## src/rtl/prefetch_unit_pkg.sv

```systemverilog
// Shared definitions for the instruction prefetch stage: default queue
// depth, FSM state type and the segment:offset physical-address helper.
package prefetch_unit_pkg;

   localparam int PREFETCH_DEPTH = 6;

   typedef enum logic [1:0] {
      IDLE,
      FETCH,
      WRITE_HI
   } prefetch_state_e;

   // Real-mode physical address: segment * 16 + offset, wrapped to 20 bits.
   function automatic logic [19:0] phys_addr(input logic [15:0] seg, input logic [15:0] off);
      return {seg, 4'h0} + {4'h0, off};
   endfunction

endpackage

```

## src/rtl/prefetch_unit_if.sv

```systemverilog
// Bus bundle of the prefetch stage: code segment / restart control, the
// word-wide memory read port and the byte-wide queue read port.
// The master side is the prefetch unit itself (it issues memory requests and
// sources queue bytes); the slave side is memory plus the queue consumers.
interface prefetch_unit_if;

   logic [15:0] cs;
   logic [15:0] new_ip;
   logic        load_new_ip;
   logic        mem_access;
   logic        mem_ack;
   logic [18:0] mem_address;
   logic [15:0] mem_data;
   logic        fifo_rd_en;
   logic [7:0]  fifo_rd_data;
   logic        fifo_empty;

   modport master (
      input  cs, new_ip, load_new_ip, mem_ack, mem_data, fifo_rd_en,
      output mem_access, mem_address, fifo_rd_data, fifo_empty
   );

   modport slave (
      output cs, new_ip, load_new_ip, mem_ack, mem_data, fifo_rd_en,
      input  mem_access, mem_address, fifo_rd_data, fifo_empty
   );

endinterface

```

## src/rtl/prefetch_fifo.sv

```systemverilog
// Byte queue for the prefetch stage. Circular buffer with occupancy count,
// registered read data and a synchronous flush that wins over read and write.
module prefetch_fifo
   import prefetch_unit_pkg::*;
#(
   parameter int DEPTH = PREFETCH_DEPTH,
   parameter int CNT_W = $clog2(DEPTH + 1)
) (
   input  logic             clk,
   input  logic             reset,
   input  logic             flush_i,
   input  logic             wr_en_i,
   input  logic [7:0]       wr_data_i,
   input  logic             rd_en_i,
   output logic [7:0]       rd_data_o,
   output logic [CNT_W-1:0] count_o,
   output logic             empty_o
);

   localparam int PTR_W = $clog2(DEPTH);

   logic [7:0]       mem_q [DEPTH];
   logic [PTR_W-1:0] wr_ptr_q, rd_ptr_q;
   logic [CNT_W-1:0] count_q;
   logic [7:0]       rd_data_q;
   logic             do_wr, do_rd;

   function automatic logic [PTR_W-1:0] ptr_inc(input logic [PTR_W-1:0] p);
      return (p == PTR_W'(DEPTH - 1)) ? '0 : p + PTR_W'(1);
   endfunction

   // A pop on an empty queue is ignored; a flush cancels both pop and push.
   assign do_rd = rd_en_i && (count_q != '0) && !flush_i;
   assign do_wr = wr_en_i && (count_q != CNT_W'(DEPTH)) && !flush_i;

   // Byte storage write port.
   // NOTE: the storage array has no reset; occupancy and pointers alone define
   // which entries are valid, so clearing the array would only add fan-out.
   always_ff @(posedge clk) begin
      if (do_wr) mem_q[wr_ptr_q] <= wr_data_i;
   end

   // Pointers, occupancy count and registered read data.
   // NOTE: sequential state uses non-blocking assignments so every register
   // samples pre-edge values regardless of statement order.
   always_ff @(posedge clk or negedge reset) begin
      if (!reset) begin
         wr_ptr_q  <= '0;
         rd_ptr_q  <= '0;
         count_q   <= '0;
         rd_data_q <= '0;
      end else if (flush_i) begin
         wr_ptr_q <= '0;
         rd_ptr_q <= '0;
         count_q  <= '0;
      end else begin
         if (do_wr) wr_ptr_q <= ptr_inc(wr_ptr_q);
         if (do_rd) begin
            rd_ptr_q  <= ptr_inc(rd_ptr_q);
            rd_data_q <= mem_q[rd_ptr_q];
         end
         if (do_wr && !do_rd)      count_q <= count_q + CNT_W'(1);
         else if (do_rd && !do_wr) count_q <= count_q - CNT_W'(1);
      end
   end

   assign rd_data_o = rd_data_q;
   assign count_o   = count_q;
   assign empty_o   = (count_q == '0);

endmodule

```

## src/rtl/prefetch_unit.sv

```systemverilog
// Instruction prefetch stage: fetches 16-bit words at CS:IP and feeds them
// byte-by-byte into the prefetch queue; load_new_ip flushes and restarts.
module prefetch_unit
   import prefetch_unit_pkg::*;
#(
   parameter int FIFO_DEPTH = PREFETCH_DEPTH
) (
   input  logic           clk,
   input  logic           reset,
   prefetch_unit_if.master bus
);

   localparam int CNT_W = $clog2(FIFO_DEPTH + 1);

   prefetch_state_e  state_q, state_d;
   logic [15:0]      fetch_ip_q, fetch_ip_d;
   logic [18:0]      mem_address_q, mem_address_d;
   logic [7:0]       hi_byte_q, hi_byte_d;
   logic             discard_q, discard_d;

   logic             push_en;
   logic [7:0]       push_data;
   logic [CNT_W-1:0] fifo_count;
   logic [CNT_W-1:0] free_slots;
   logic             start_fetch;
   logic [19:0]      req_phys;

   // An odd fetch_ip consumes only the high byte of the word, so one free slot
   // is enough; an even one needs room for both bytes.
   assign free_slots  = CNT_W'(FIFO_DEPTH) - fifo_count;
   assign start_fetch = (free_slots >= CNT_W'(2)) ||
                        ((free_slots != '0) && fetch_ip_q[0]);
   assign req_phys    = phys_addr(bus.cs, fetch_ip_q);

   // Next-state, fetch pointer and queue-push decode.
   // NOTE: every output of this block gets a default first, so no path can
   // leave a signal unassigned and infer a latch.
   always_comb begin
      state_d       = state_q;
      fetch_ip_d    = fetch_ip_q;
      mem_address_d = mem_address_q;
      hi_byte_d     = hi_byte_q;
      discard_d     = discard_q;
      push_en       = 1'b0;
      push_data     = hi_byte_q;
      unique case (state_q)
         IDLE: begin
            if (bus.load_new_ip) begin
               fetch_ip_d = bus.new_ip;
            end else if (start_fetch) begin
               state_d       = FETCH;
               mem_address_d = req_phys[19:1];
            end
         end
         FETCH: begin
            if (bus.mem_ack) begin
               state_d   = IDLE;
               discard_d = 1'b0;
               if (bus.load_new_ip) begin
                  fetch_ip_d = bus.new_ip;
               end else if (!discard_q) begin
                  push_en    = 1'b1;
                  fetch_ip_d = fetch_ip_q + 16'd1;
                  if (fetch_ip_q[0]) begin
                     push_data = bus.mem_data[15:8];
                  end else begin
                     push_data = bus.mem_data[7:0];
                     hi_byte_d = bus.mem_data[15:8];
                     state_d   = WRITE_HI;
                  end
               end
            end else if (bus.load_new_ip) begin
               // Request stays on the bus until acked; its data is dropped.
               discard_d  = 1'b1;
               fetch_ip_d = bus.new_ip;
            end
         end
         WRITE_HI: begin
            state_d = IDLE;
            if (bus.load_new_ip) begin
               fetch_ip_d = bus.new_ip;
            end else begin
               push_en    = 1'b1;
               fetch_ip_d = fetch_ip_q + 16'd1;
            end
         end
         default: state_d = IDLE;
      endcase
   end

   // FSM and datapath registers.
   always_ff @(posedge clk or negedge reset) begin
      if (!reset) begin
         state_q       <= IDLE;
         fetch_ip_q    <= '0;
         mem_address_q <= '0;
         hi_byte_q     <= '0;
         discard_q     <= 1'b0;
      end else begin
         state_q       <= state_d;
         fetch_ip_q    <= fetch_ip_d;
         mem_address_q <= mem_address_d;
         hi_byte_q     <= hi_byte_d;
         discard_q     <= discard_d;
      end
   end

   assign bus.mem_access  = (state_q == FETCH);
   assign bus.mem_address = mem_address_q;

   prefetch_fifo #(
      .DEPTH (FIFO_DEPTH),
      .CNT_W (CNT_W)
   ) u_fifo (
      .clk       (clk),
      .reset     (reset),
      .flush_i   (bus.load_new_ip),
      .wr_en_i   (push_en),
      .wr_data_i (push_data),
      .rd_en_i   (bus.fifo_rd_en),
      .rd_data_o (bus.fifo_rd_data),
      .count_o   (fifo_count),
      .empty_o   (bus.fifo_empty)
   );

endmodule

```

## src/flat_wrapper.sv

```systemverilog
// flat-port wrapper written by rule: the top's interface ports become plain ports
module prefetch_unit_flat import prefetch_unit_pkg::*;
#(
   parameter int FIFO_DEPTH = PREFETCH_DEPTH
)
  (clk, reset, bus_cs, bus_new_ip, bus_load_new_ip, bus_mem_ack, bus_mem_data, bus_fifo_rd_en, bus_mem_access, bus_mem_address, bus_fifo_rd_data, bus_fifo_empty);
  prefetch_unit_if bus_i ();
  input  logic clk;
  input  logic reset;
  input wire logic [$bits(bus_i.cs)-1:0] bus_cs;
  input wire logic [$bits(bus_i.new_ip)-1:0] bus_new_ip;
  input wire logic [$bits(bus_i.load_new_ip)-1:0] bus_load_new_ip;
  input wire logic [$bits(bus_i.mem_ack)-1:0] bus_mem_ack;
  input wire logic [$bits(bus_i.mem_data)-1:0] bus_mem_data;
  input wire logic [$bits(bus_i.fifo_rd_en)-1:0] bus_fifo_rd_en;
  output wire logic [$bits(bus_i.mem_access)-1:0] bus_mem_access;
  output wire logic [$bits(bus_i.mem_address)-1:0] bus_mem_address;
  output wire logic [$bits(bus_i.fifo_rd_data)-1:0] bus_fifo_rd_data;
  output wire logic [$bits(bus_i.fifo_empty)-1:0] bus_fifo_empty;
  assign bus_i.cs = bus_cs;
  assign bus_i.new_ip = bus_new_ip;
  assign bus_i.load_new_ip = bus_load_new_ip;
  assign bus_i.mem_ack = bus_mem_ack;
  assign bus_i.mem_data = bus_mem_data;
  assign bus_i.fifo_rd_en = bus_fifo_rd_en;
  assign bus_mem_access = bus_i.mem_access;
  assign bus_mem_address = bus_i.mem_address;
  assign bus_fifo_rd_data = bus_i.fifo_rd_data;
  assign bus_fifo_empty = bus_i.fifo_empty;
  prefetch_unit #(.FIFO_DEPTH(FIFO_DEPTH)) u_core (.clk(clk), .reset(reset), .bus(bus_i));
endmodule
```

## config.mk

```make
export PLATFORM = sky130hd
export DESIGN_NAME = prefetch_unit_flat
export DESIGN_NICKNAME = d
export VERILOG_FILES = /design/src/rtl/prefetch_unit_pkg.sv /design/src/rtl/prefetch_unit_if.sv /design/src/rtl/prefetch_fifo.sv /design/src/rtl/prefetch_unit.sv /design/src/flat_wrapper.sv
export SDC_FILE = /design/constraint.sdc
export NUM_CORES = 1
export LEC_CHECK = 0
export ABC_AREA = 1
export BUFFER_PORTS_ARGS = -buffer_cell sky130_fd_sc_hd__buf_2
export CAP_MARGIN = 20
export CORE_ASPECT_RATIO = 2
export CORE_UTILIZATION = 54
export CTS_BUF_LIST = sky130_fd_sc_hd__clkbuf_8
export DETAILED_ROUTE_END_ITERATION = 10
export GPL_ROUTABILITY_DRIVEN = 0
export PLACE_DENSITY_LB_ADDON = 0.12
export SLEW_MARGIN = 10
export SYNTH_ARGS = -nofsm -noshare
export SYNTH_HDL_FRONTEND = slang
export SYNTH_SLANG_ARGS = --single-unit
```

## constraint.sdc

```tcl
create_clock -name clk -period 2.3 [get_ports clk]
set_input_delay 0.345 -clock clk [delete_from_list [all_inputs] [get_ports clk]]
set_output_delay 0.345 -clock clk [all_outputs]
set_load 0.01 [all_outputs]
```

==> results.sh, run 1 <==
export IMPL_dieArea_sq_um=12000
export IMPL_grt_usage_pct=28.3
export IMPL_r2r_cells=13
export IMPL_cts_sinks=111
export IMPL_first_pass_iters=5
export IMPL_hold_viol=3
export IMPL_cts_max_path_buffers=2
export IMPL_seq_area_frac_synth_pct=48.4
export IMPL_yosysTopAreaCell="dfrtp_1"
export IMPL_fmax_mhz=473
export IMPL_leakagePower_nw=3.50
export IMPL_fin_crit_sh_pct=92.0
export IMPL_start_kind="flip-flop"
export IMPL_ys_warn_count=0
export IMPL_violations="hold timing"
export IMPL_clock_skew_final_ns=0.0153
export IMPL_cp_max_fo=3
export IMPL_cts_tree="built"
export IMPL_coreArea_sq_um=11300
export IMPL_vias=5473
export IMPL_rsz0062_at_grt="false"
export IMPL_clockRootBuffer="clkbuf_8"
export IMPL_drt_total_wl_mm=15.9
export IMPL_slew_violations=0
export IMPL_syn_area_sq_um=6230
export IMPL_hold_path_class="in2async"
export IMPL_syn_inst=764
export IMPL_regToRegEndpoint="u_core.u_fifo.count_o[2]"
export IMPL_stdcell_count=1009
export IMPL_required_ns=2.62
export IMPL_die_w_microns=78.0
export IMPL_io_pins=82
export IMPL_antenna_found_initial=0
export IMPL_grt_ovfl_total=0
export IMPL_area_delta_synth_final_pct=14.7
export IMPL_grt_first_pass_wirelength_mm=25.7
export IMPL_clk_pin_slew_ns=0.10
export IMPL_layout_commonest_cell="nand2_1"
export IMPL_drtAntennaViolNets=0
export IMPL_end_kind="flip-flop"
export IMPL_critical_path_class="reg2reg"
export IMPL_synth_ff_type="dfrtp_1"
export IMPL_synth_distinct_cells=42
export IMPL_ys_async_sr_fraction_pct=56.8
export IMPL_drc=0
export IMPL_setup_tns_ns=0
export IMPL_ir_worst_vdd_mv=0.623
export IMPL_r2r_slack_ns=0.18
export IMPL_ctsHoldBuffers=0
export IMPL_power_density_nw_per_um2=1210
export IMPL_dp_cells=990
export IMPL_cts_buffers=9
export IMPL_hpwl_mm=12.5
export IMPL_whs_ns=-0.00487
export IMPL_final_layout_size_suffix_gt1_share_pct=19.1
export IMPL_r2r_start="u_core.u_fifo.count_o[0]"
export IMPL_nNetsFinal=937
export IMPL_synth_edf_count=48
export IMPL_worstMarginPinSlew_ns=0.675
export IMPL_wl_per_cell_microns=15.8
export IMPL_slew_headroom_pct=55.0
export IMPL_drtIter0Drc=289
export IMPL_fp_dieH_microns=154
export IMPL_regArea_sq_um=3020
export IMPL_outcome="finished, violations left"
export IMPL_cap_violations=0
export IMPL_fillers=1010
export IMPL_grt_pass1_vias=5449
export IMPL_clk_latency_ns=0.37
export IMPL_viasPerCell=5.42
export IMPL_row_count=55
export IMPL_yosysTopAreaCellShare_pct=25.3
export IMPL_ys_ff_latch=111
export IMPL_synthTopCellsByArea="dfrtp_1, edfxtp_1, nand2_1"
export IMPL_port_buffers=81
export IMPL_final_setup_viol_count=0
export IMPL_synth_area_per_cell_sq_um=8.16
export IMPL_initial_core_util_pct=55.2
export IMPL_fin_crit_ns=2.12
export IMPL_grt_max_degree=39
export IMPL_synth_nets=839
export IMPL_multi_input_area_sq_um=2790
export IMPL_htreeDepth=3
export IMPL_antennaDiodeCount=0
export IMPL_layout_common_cells="nand2_1, nor2_1, buf_2"
export IMPL_crit_arrival_ns=2.44
-- routing by layer --
metal,vias up,global-route usage (%),routed length (microns)
li1,2689,-,-
met1,2551,26.6,5310
met2,177,56.4,9350
met3,56,3.20,500
met4,0,16.4,782
met5,-,0,0
-- critical path, cell delays in order, from the launching register on --
cell and delay (ns):
dfrtp_1 0.40, inv_2 0.08, ha_1 0.20, inv_1 0.07
nor2_1 0.06, nor2_2 0.14, nand2_2 0.08, nand3_4 0.10
inv_1 0.06, fa_2 0.33, xnor2_1 0.20, xor2_1 0.19
nand2_1 0.08, nand2_1 0.06
-- sequential cells by signal, summed over array words and instances (netlist names) --
name	flops
u_core.bus.mem_address	19
u_core.discard_q	1
u_core.fetch_ip_q	16
u_core.hi_byte_q	8
u_core.state_q	2
u_core.u_fifo.count_o	3
u_core.u_fifo.mem_q	48
u_core.u_fifo.rd_data_o	8
u_core.u_fifo.rd_ptr_q	3
u_core.u_fifo.wr_ptr_q	3
-- cells in the mapped netlist (all sizes together), types with 7 or more instances --
cell type and n:
nand2 216, edfxtp 48, o21ai 59, a21oi 45, nor3 7, mux2 8
a22oi 9, a31oi 9, nand3 34, buf 18, dfrtp 63, ha 20
inv 83, nor2 107
-- kinds of logic after synthesis --
kind of cell | synth area share (%)
AOI/OAI and AO/OA | 11.9
xor gates and xnor gates | 1.12
adders and majority gates | 4.66
buffers and inverters | 7.17
DFF | 48.4
muxes | 1.45
and+or+nand+nor | 25.3
-- stage by stage --
stage	setup WS (ns)	total power [mW]	area, sq um	util, %	hold WS, ns
final	0.184	8.63	7150	63.4	-0.00487
after global routing	0.0456	9.34	7150	63.4	0.0179
after CTS	0.119	8.60	7110	63.0	0.00126
after detailed placement	0.143	7.31	6890	61.1	0.418
after global placement	0.247	7.18	6890	61.1	0.406
after floorplan	0.116	5.97	6230	-	0.0494
-- repair_timing --
action | CTS | global route
buffers inserted | 0 | 3
gates resized for setup | 0 | 6
endpoints found under the hold margin | 0 | 0
endpoints found under the setup margin | 0 | 1
-- where the power goes --
group / internal (mW) / switching (mW) / total [mW]
clock: 0.620 / 0.662 / 1.28
combinational: 1.56 / 2.57 / 4.12
sequential: 2.74 / 0.482 / 3.22
-- area by class of cell --
class | count | area share, %
Clock buffer | 9 | 1.73
Clock inverter | 7 | 1.35
Inverter | 84 | 4.41
Multi-Input combinational cell | 548 | 39.0
Sequential cell | 111 | 42.2
Tap cell | 142 | 2.48
Timing Repair Buffer | 108 | 8.85
-- worst max path at each step --
stage | cells after the start | from | slack, ns | end
global placement | 13 | u_core.u_fifo.count_o[0] | 0.25 | u_core.u_fifo.count_o[2]
detailed placement | 13 | u_core.u_fifo.count_o[0] | 0.14 | u_core.u_fifo.count_o[2]
global route | 13 | u_core.u_fifo.count_o[0] | 0.05 | u_core.u_fifo.count_o[2]
floorplan | 8 | u_core.state_q[1] | 0.12 | u_core.u_fifo.mem_q[2][0]
CTS | 13 | u_core.u_fifo.count_o[0] | 0.12 | u_core.u_fifo.count_o[2]
finish | 13 | u_core.u_fifo.count_o[0] | 0.18 | u_core.u_fifo.count_o[2]
No activity file was read; power rests on OpenSTA's default activity.
==> inputs of run 2 (changes only) <==
Settings changed: CORE_UTILIZATION 54 to 45, SLEW_MARGIN 10 to 30.
==> results.sh, run 2 (synthesis gave the netlist of run 1 again) <==
export IMPL_outcome="finished, final reports clean"
export IMPL_p_sw_mw=3.88
export IMPL_layout_common_cells="nand2_1, nor2_1, buf_2"
export IMPL_hpwl_mm=13.4
export IMPL_grt_max_degree=42
export IMPL_die_w_microns=85.2
export IMPL_grt_ovfl_total=0
export IMPL_setup_tns_ns=0
export IMPL_area_delta_synth_final_pct=14.5
export IMPL_final_setup_viol_count=0
export IMPL_worstMarginPinSlew_ns=0.657
export IMPL_dieArea_sq_um=14400
export IMPL_power_density_nw_per_um2=1210
export IMPL_clock_skew_final_ns=0.0166
export IMPL_cts_sinks=111
export IMPL_port_buffers=81
export IMPL_top_register="u_core.u_fifo.mem_q"
export IMPL_fp_dieH_microns=168
export IMPL_clk_latency_ns=0.38
export IMPL_p_seq_share_pct=37.7
export IMPL_leakagePower_nw=3.48
export IMPL_cap_violations=0
export IMPL_wl_per_cell_microns=16.6
export IMPL_power_internal_mw=4.73
export IMPL_fin_crit_ns=2.17
export IMPL_cts_tree="built"
export IMPL_nNetsFinal=938
export IMPL_cts_max_path_buffers=2
export IMPL_cp_max_fo=4
export IMPL_slew_violations=0
export IMPL_required_ns=2.58
export IMPL_start_kind="flip-flop"
export IMPL_cts_buffers=9
export IMPL_drtAntennaViolNets=0
export IMPL_initial_core_util_pct=46.1
export IMPL_stdcell_count=1023
export IMPL_antenna_found_initial=0
export IMPL_power_total_mw=8.61
export IMPL_largest_register_ff_count=48
export IMPL_slew_headroom_pct=56.2
export IMPL_vias=5439
export IMPL_drtIter0Drc=251
export IMPL_end_kind="flip-flop"
export IMPL_coreArea_sq_um=13500
export IMPL_grt_first_pass_wirelength_mm=26.4
export IMPL_grt_usage_pct=24.5
export IMPL_dp_cells=1004
export IMPL_hold_viol=0
export IMPL_final_layout_size_suffix_gt1_share_pct=18.9
export IMPL_first_pass_iters=5
export IMPL_dp_slack_ns=0.167
export IMPL_antennaDiodeCount=0
export IMPL_clk_pin_slew_ns=0.12
export IMPL_p_sw_share_pct=45.1
export IMPL_crit_arrival_ns=2.45
export IMPL_finalWorstSetupSlack_ns=0.135
export IMPL_layout_commonest_cell="nand2_1"
export IMPL_grt_pass1_vias=5343
export IMPL_fmax_mhz=462
export IMPL_drt_total_wl_mm=17.0
export IMPL_row_count=60
export IMPL_ir_worst_vdd_mv=0.485
export IMPL_viasPerCell=5.32
export IMPL_htreeDepth=3
export IMPL_clockRootBuffer="clkbuf_8"
export IMPL_hold_path_class="in2reg"
export IMPL_critical_path_class="reg2reg"
export IMPL_drc=0
export IMPL_fin_crit_sh_pct=94.1
export IMPL_io_pins=82
export IMPL_combPwrFrac_pct=48.9
export IMPL_clockPowerShare_pct=13.4
-- run 2: power groups by stage --
stage / clock [mW] / combinational, mW / sequential [mW]
floorplan: 0 / 2.77 / 3.20
global placement: 0 / 4.09 / 3.26
detailed placement: 0 / 4.17 / 3.29
CTS: 1.19 / 4.18 / 3.24
global route: 1.26 / 4.72 / 3.32
finish: 1.16 / 4.20 / 3.24
-- run 2: path summary, 6_finish.rpt --
check                                                 from                    endpoint  slack [ns]  cells past startpoint
worst max-delay path                     u_core.state_q[1]    u_core.u_fifo.count_o[2]        0.13                     13
worst min-delay path                      bus_mem_data[14]         u_core.hi_byte_q[6]        0.20                      2
worst max register to register           u_core.state_q[1]    u_core.u_fifo.count_o[2]        0.13                     13
worst min register to register  u_core.u_fifo.rd_data_o[7]  u_core.u_fifo.rd_data_o[7]        0.48                      2
max in group asynchronous                            reset   u_core.bus.mem_address[7]        1.13                      3
min in group asynchronous                            reset         u_core.hi_byte_q[3]        0.52                      2
-- run 2: what timing repair did --
action | 4_1_cts | 5_1_grt
endpoints found under the setup margin | 0 | 1
resized for setup | 0 | 1
hold buffers | 1 | 0
setup buffers | 0 | 2
endpoints found under the hold margin | 22 | 0
-- run 2: per-stage QoR --
step                      hold slack, ns  area (sq um)  util (%)
after floorplan                   0.0494          6230         -
after global placement             0.400          6900      51.1
after detailed placement           0.408          6900      51.1
after CTS                          0.188          7110      52.6
after global routing               0.188          7130      52.8
final                              0.202          7130      52.8
-- run 2: area by class of cell --
type / instances / area, sq um
clock buffer: 9 / 124
clock inverter: 7 / 76.3
fill: 1297 / 6380
inverter: 84 / 315
multi-input combinational: 548 / 2780
sequential: 111 / 3020
tap: 155 / 194
timing repair buffer: 109 / 631
-- run 2: worst max-delay path: stages, from the launching register on --
cell and delay [ns]:
dfrtp_1 0.40, inv_1 0.08, ha_1 0.24, nand2_2 0.12
inv_1 0.05, nand2_1 0.10, o21ai_2 0.09, nand3_2 0.10
inv_1 0.06, fa_1 0.40, xnor2_2 0.16, xor2_1 0.17
nand2_1 0.06, nand2_1 0.04
-- run 2: per-layer routing --
metal  track usage (%)  share of wire, %  vias to the layer above  routed length (microns)
met2              49.6                59                      154                    10000
met5                 0                 0                        -                        0
met4              14.1               4.9                        0                      831
met1              22.6                33                     2552                     5540
li1                  -                 -                     2690                        -
met3              2.75               3.2                       43                      542
==> inputs of run 3 (changes only) <==
Clock period 2.3 ns to 2.2 ns, I/O delays scaled along.
==> results.sh, run 3 (synthesis gave the netlist of run 1 again) <==
export IMPL_outcome="finished, final reports clean"
export IMPL_row_count=60
export IMPL_fin_crit_sh_pct=94.1
export IMPL_grt_usage_pct=24.2
export IMPL_setup_tns_ns=0
export IMPL_use_met3_pct=2.84
export IMPL_clk_latency_ns=0.39
export IMPL_r2r_cells=11
export IMPL_grt_pass1_vias=5427
export IMPL_use_met1_pct=21.9
export IMPL_die_w_microns=85.2
export IMPL_dp_cells=1006
export IMPL_min_to="u_core.hi_byte_q[3]"
export IMPL_cts_sinks=111
export IMPL_io_pins=82
export IMPL_required_ns=2.30
export IMPL_regToRegEndpoint="u_core.u_fifo.mem_q[5][6]"
export IMPL_fmax_mhz=483
export IMPL_drc=0
export IMPL_min_from="bus_mem_data[11]"
export IMPL_rsz0062_at_grt="false"
export IMPL_slew_headroom_pct=60.6
export IMPL_coreArea_sq_um=13500
export IMPL_cts_tree="built"
export IMPL_dieArea_sq_um=14400
export IMPL_wl_per_cell_microns=16.4
export IMPL_worstMarginPinSlew_ns=0.590
export IMPL_cts_max_path_buffers=2
export IMPL_grt_util_met2_pct=48.8
export IMPL_grt_busiest_layer="met2"
export IMPL_layout_commonest_cell="nand2_1"
export IMPL_viasPerCell=5.31
export IMPL_cp_max_fo=8
export IMPL_final_layout_size_suffix_gt1_share_pct=20.0
export IMPL_antennaDiodeCount=0
export IMPL_hold_viol=0
export IMPL_layout_common_cells="nand2_1, nor2_1, buf_2"
export IMPL_grt_ovfl_total=0
export IMPL_first_pass_iters=5
export IMPL_r2r_slack_ns=0.13
export IMPL_initial_core_util_pct=46.1
export IMPL_leakagePower_nw=3.50
export IMPL_largest_register_ff_count=48
export IMPL_drtAntennaViolNets=0
export IMPL_top_register="u_core.u_fifo.mem_q"
export IMPL_clk_pin_slew_ns=0.12
export IMPL_grt_max_degree=29
export IMPL_end_kind="flip-flop"
export IMPL_cts_buffers=9
export IMPL_area_delta_synth_final_pct=15.5
export IMPL_stdcell_count=1027
export IMPL_grt_first_pass_wirelength_mm=26.3
export IMPL_hold_depth=2
export IMPL_drt_total_wl_mm=16.9
export IMPL_clockRootBuffer="clkbuf_8"
export IMPL_fin_crit_ns=2.07
export IMPL_crit_arrival_ns=2.17
export IMPL_multi_input_area_sq_um=2800
export IMPL_slew_violations=0
export IMPL_antenna_found_initial=0
export IMPL_startpoint="u_core.state_q[1]"
export IMPL_fp_dieH_microns=168
export IMPL_critical_path_class="reg2reg"
export IMPL_drtIter0Drc=341
export IMPL_regArea_sq_um=3020
export IMPL_power_density_nw_per_um2=1280
export IMPL_htreeDepth=3
export IMPL_start_kind="flip-flop"
export IMPL_port_buffers=81
export IMPL_vias=5453
export IMPL_hold_path_class="in2reg"
export IMPL_r2r_start="u_core.state_q[1]"
export IMPL_final_setup_viol_count=0
export IMPL_hpwl_mm=13.4
export IMPL_ir_worst_vdd_mv=0.591
export IMPL_nNetsFinal=942
export IMPL_clock_skew_final_ns=0.0178
export IMPL_fillers=1320
export IMPL_cap_violations=0
==> run 3: worst max-delay path by stage <==
| stage | end | cells after the start |
|---|---|---|
| CTS | u_core.u_fifo.mem_q[5][6] | 9 |
| floorplan | u_core.u_fifo.mem_q[2][0] | 8 |
| finish | u_core.u_fifo.mem_q[5][6] | 11 |
| global route | u_core.u_fifo.mem_q[5][6] | 11 |
| global placement | u_core.u_fifo.count_o[2] | 13 |
| detailed placement | u_core.u_fifo.mem_q[5][4] | 9 |
==> run 3: layout make-up <==
cell class | instances | area share, %
sequential | 111 | 41.9
multi-input combinational | 548 | 38.8
timing repair buffer | 113 | 9.00
inverter | 84 | 4.43
tap | 155 | 2.69
clock buffer | 9 | 1.72
clock inverter | 7 | 1.39
==> run 3: report_power, final <==
part | switching [mW] | internal, mW
registers | 0.525 | 2.86
clock network | 0.788 | 0.564
logic | 2.77 | 1.68
==> run 3: timing repair <==
action                                  4_1_cts  5_1_grt
hold endpoints to repair                     21        0
setup buffers                                 0        4
hold buffers                                  1        0
endpoints found under the setup margin        0       39
gates resized for setup                       0        9
==> run 3: stage by stage <==
step | worst slack, ns | hold WS [ns] | util [%] | power [mW] | instance area (sq um)
detailed placement | 0.0648 | 0.359 | 51.1 | 7.80 | 6900
global placement | 0.141 | 0.342 | 51.1 | 7.69 | 6900
global route | 0.0147 | 0.186 | 53.3 | 9.88 | 7200
finish | 0.131 | 0.186 | 53.3 | 9.19 | 7200
CTS | 0.0259 | 0.175 | 52.8 | 9.16 | 7140
floorplan | 0.0161 | 0.0344 | - | 6.24 | 6230
==> run 3: per-layer routing <==
| metal | vias up | wire [microns] |
|---|---|---|
| met5 | - | 0 |
| met4 | 0 | 874 |
| met3 | 54 | 590 |
| met2 | 144 | 9830 |
| met1 | 2554 | 5570 |
| li1 | 2701 | - |
==> run 3: worst max-delay path, cell delays in order (launching register included) <==
cell and delay (ns):
dfrtp_1 0.42, inv_1 0.11, ha_2 0.23, nand2_2 0.09, inv_1 0.05, nand2_1 0.08
o21ai_2 0.13, nand2_2 0.11, nor2_2 0.16, inv_1 0.11, nor3_2 0.10, buf_4 0.18
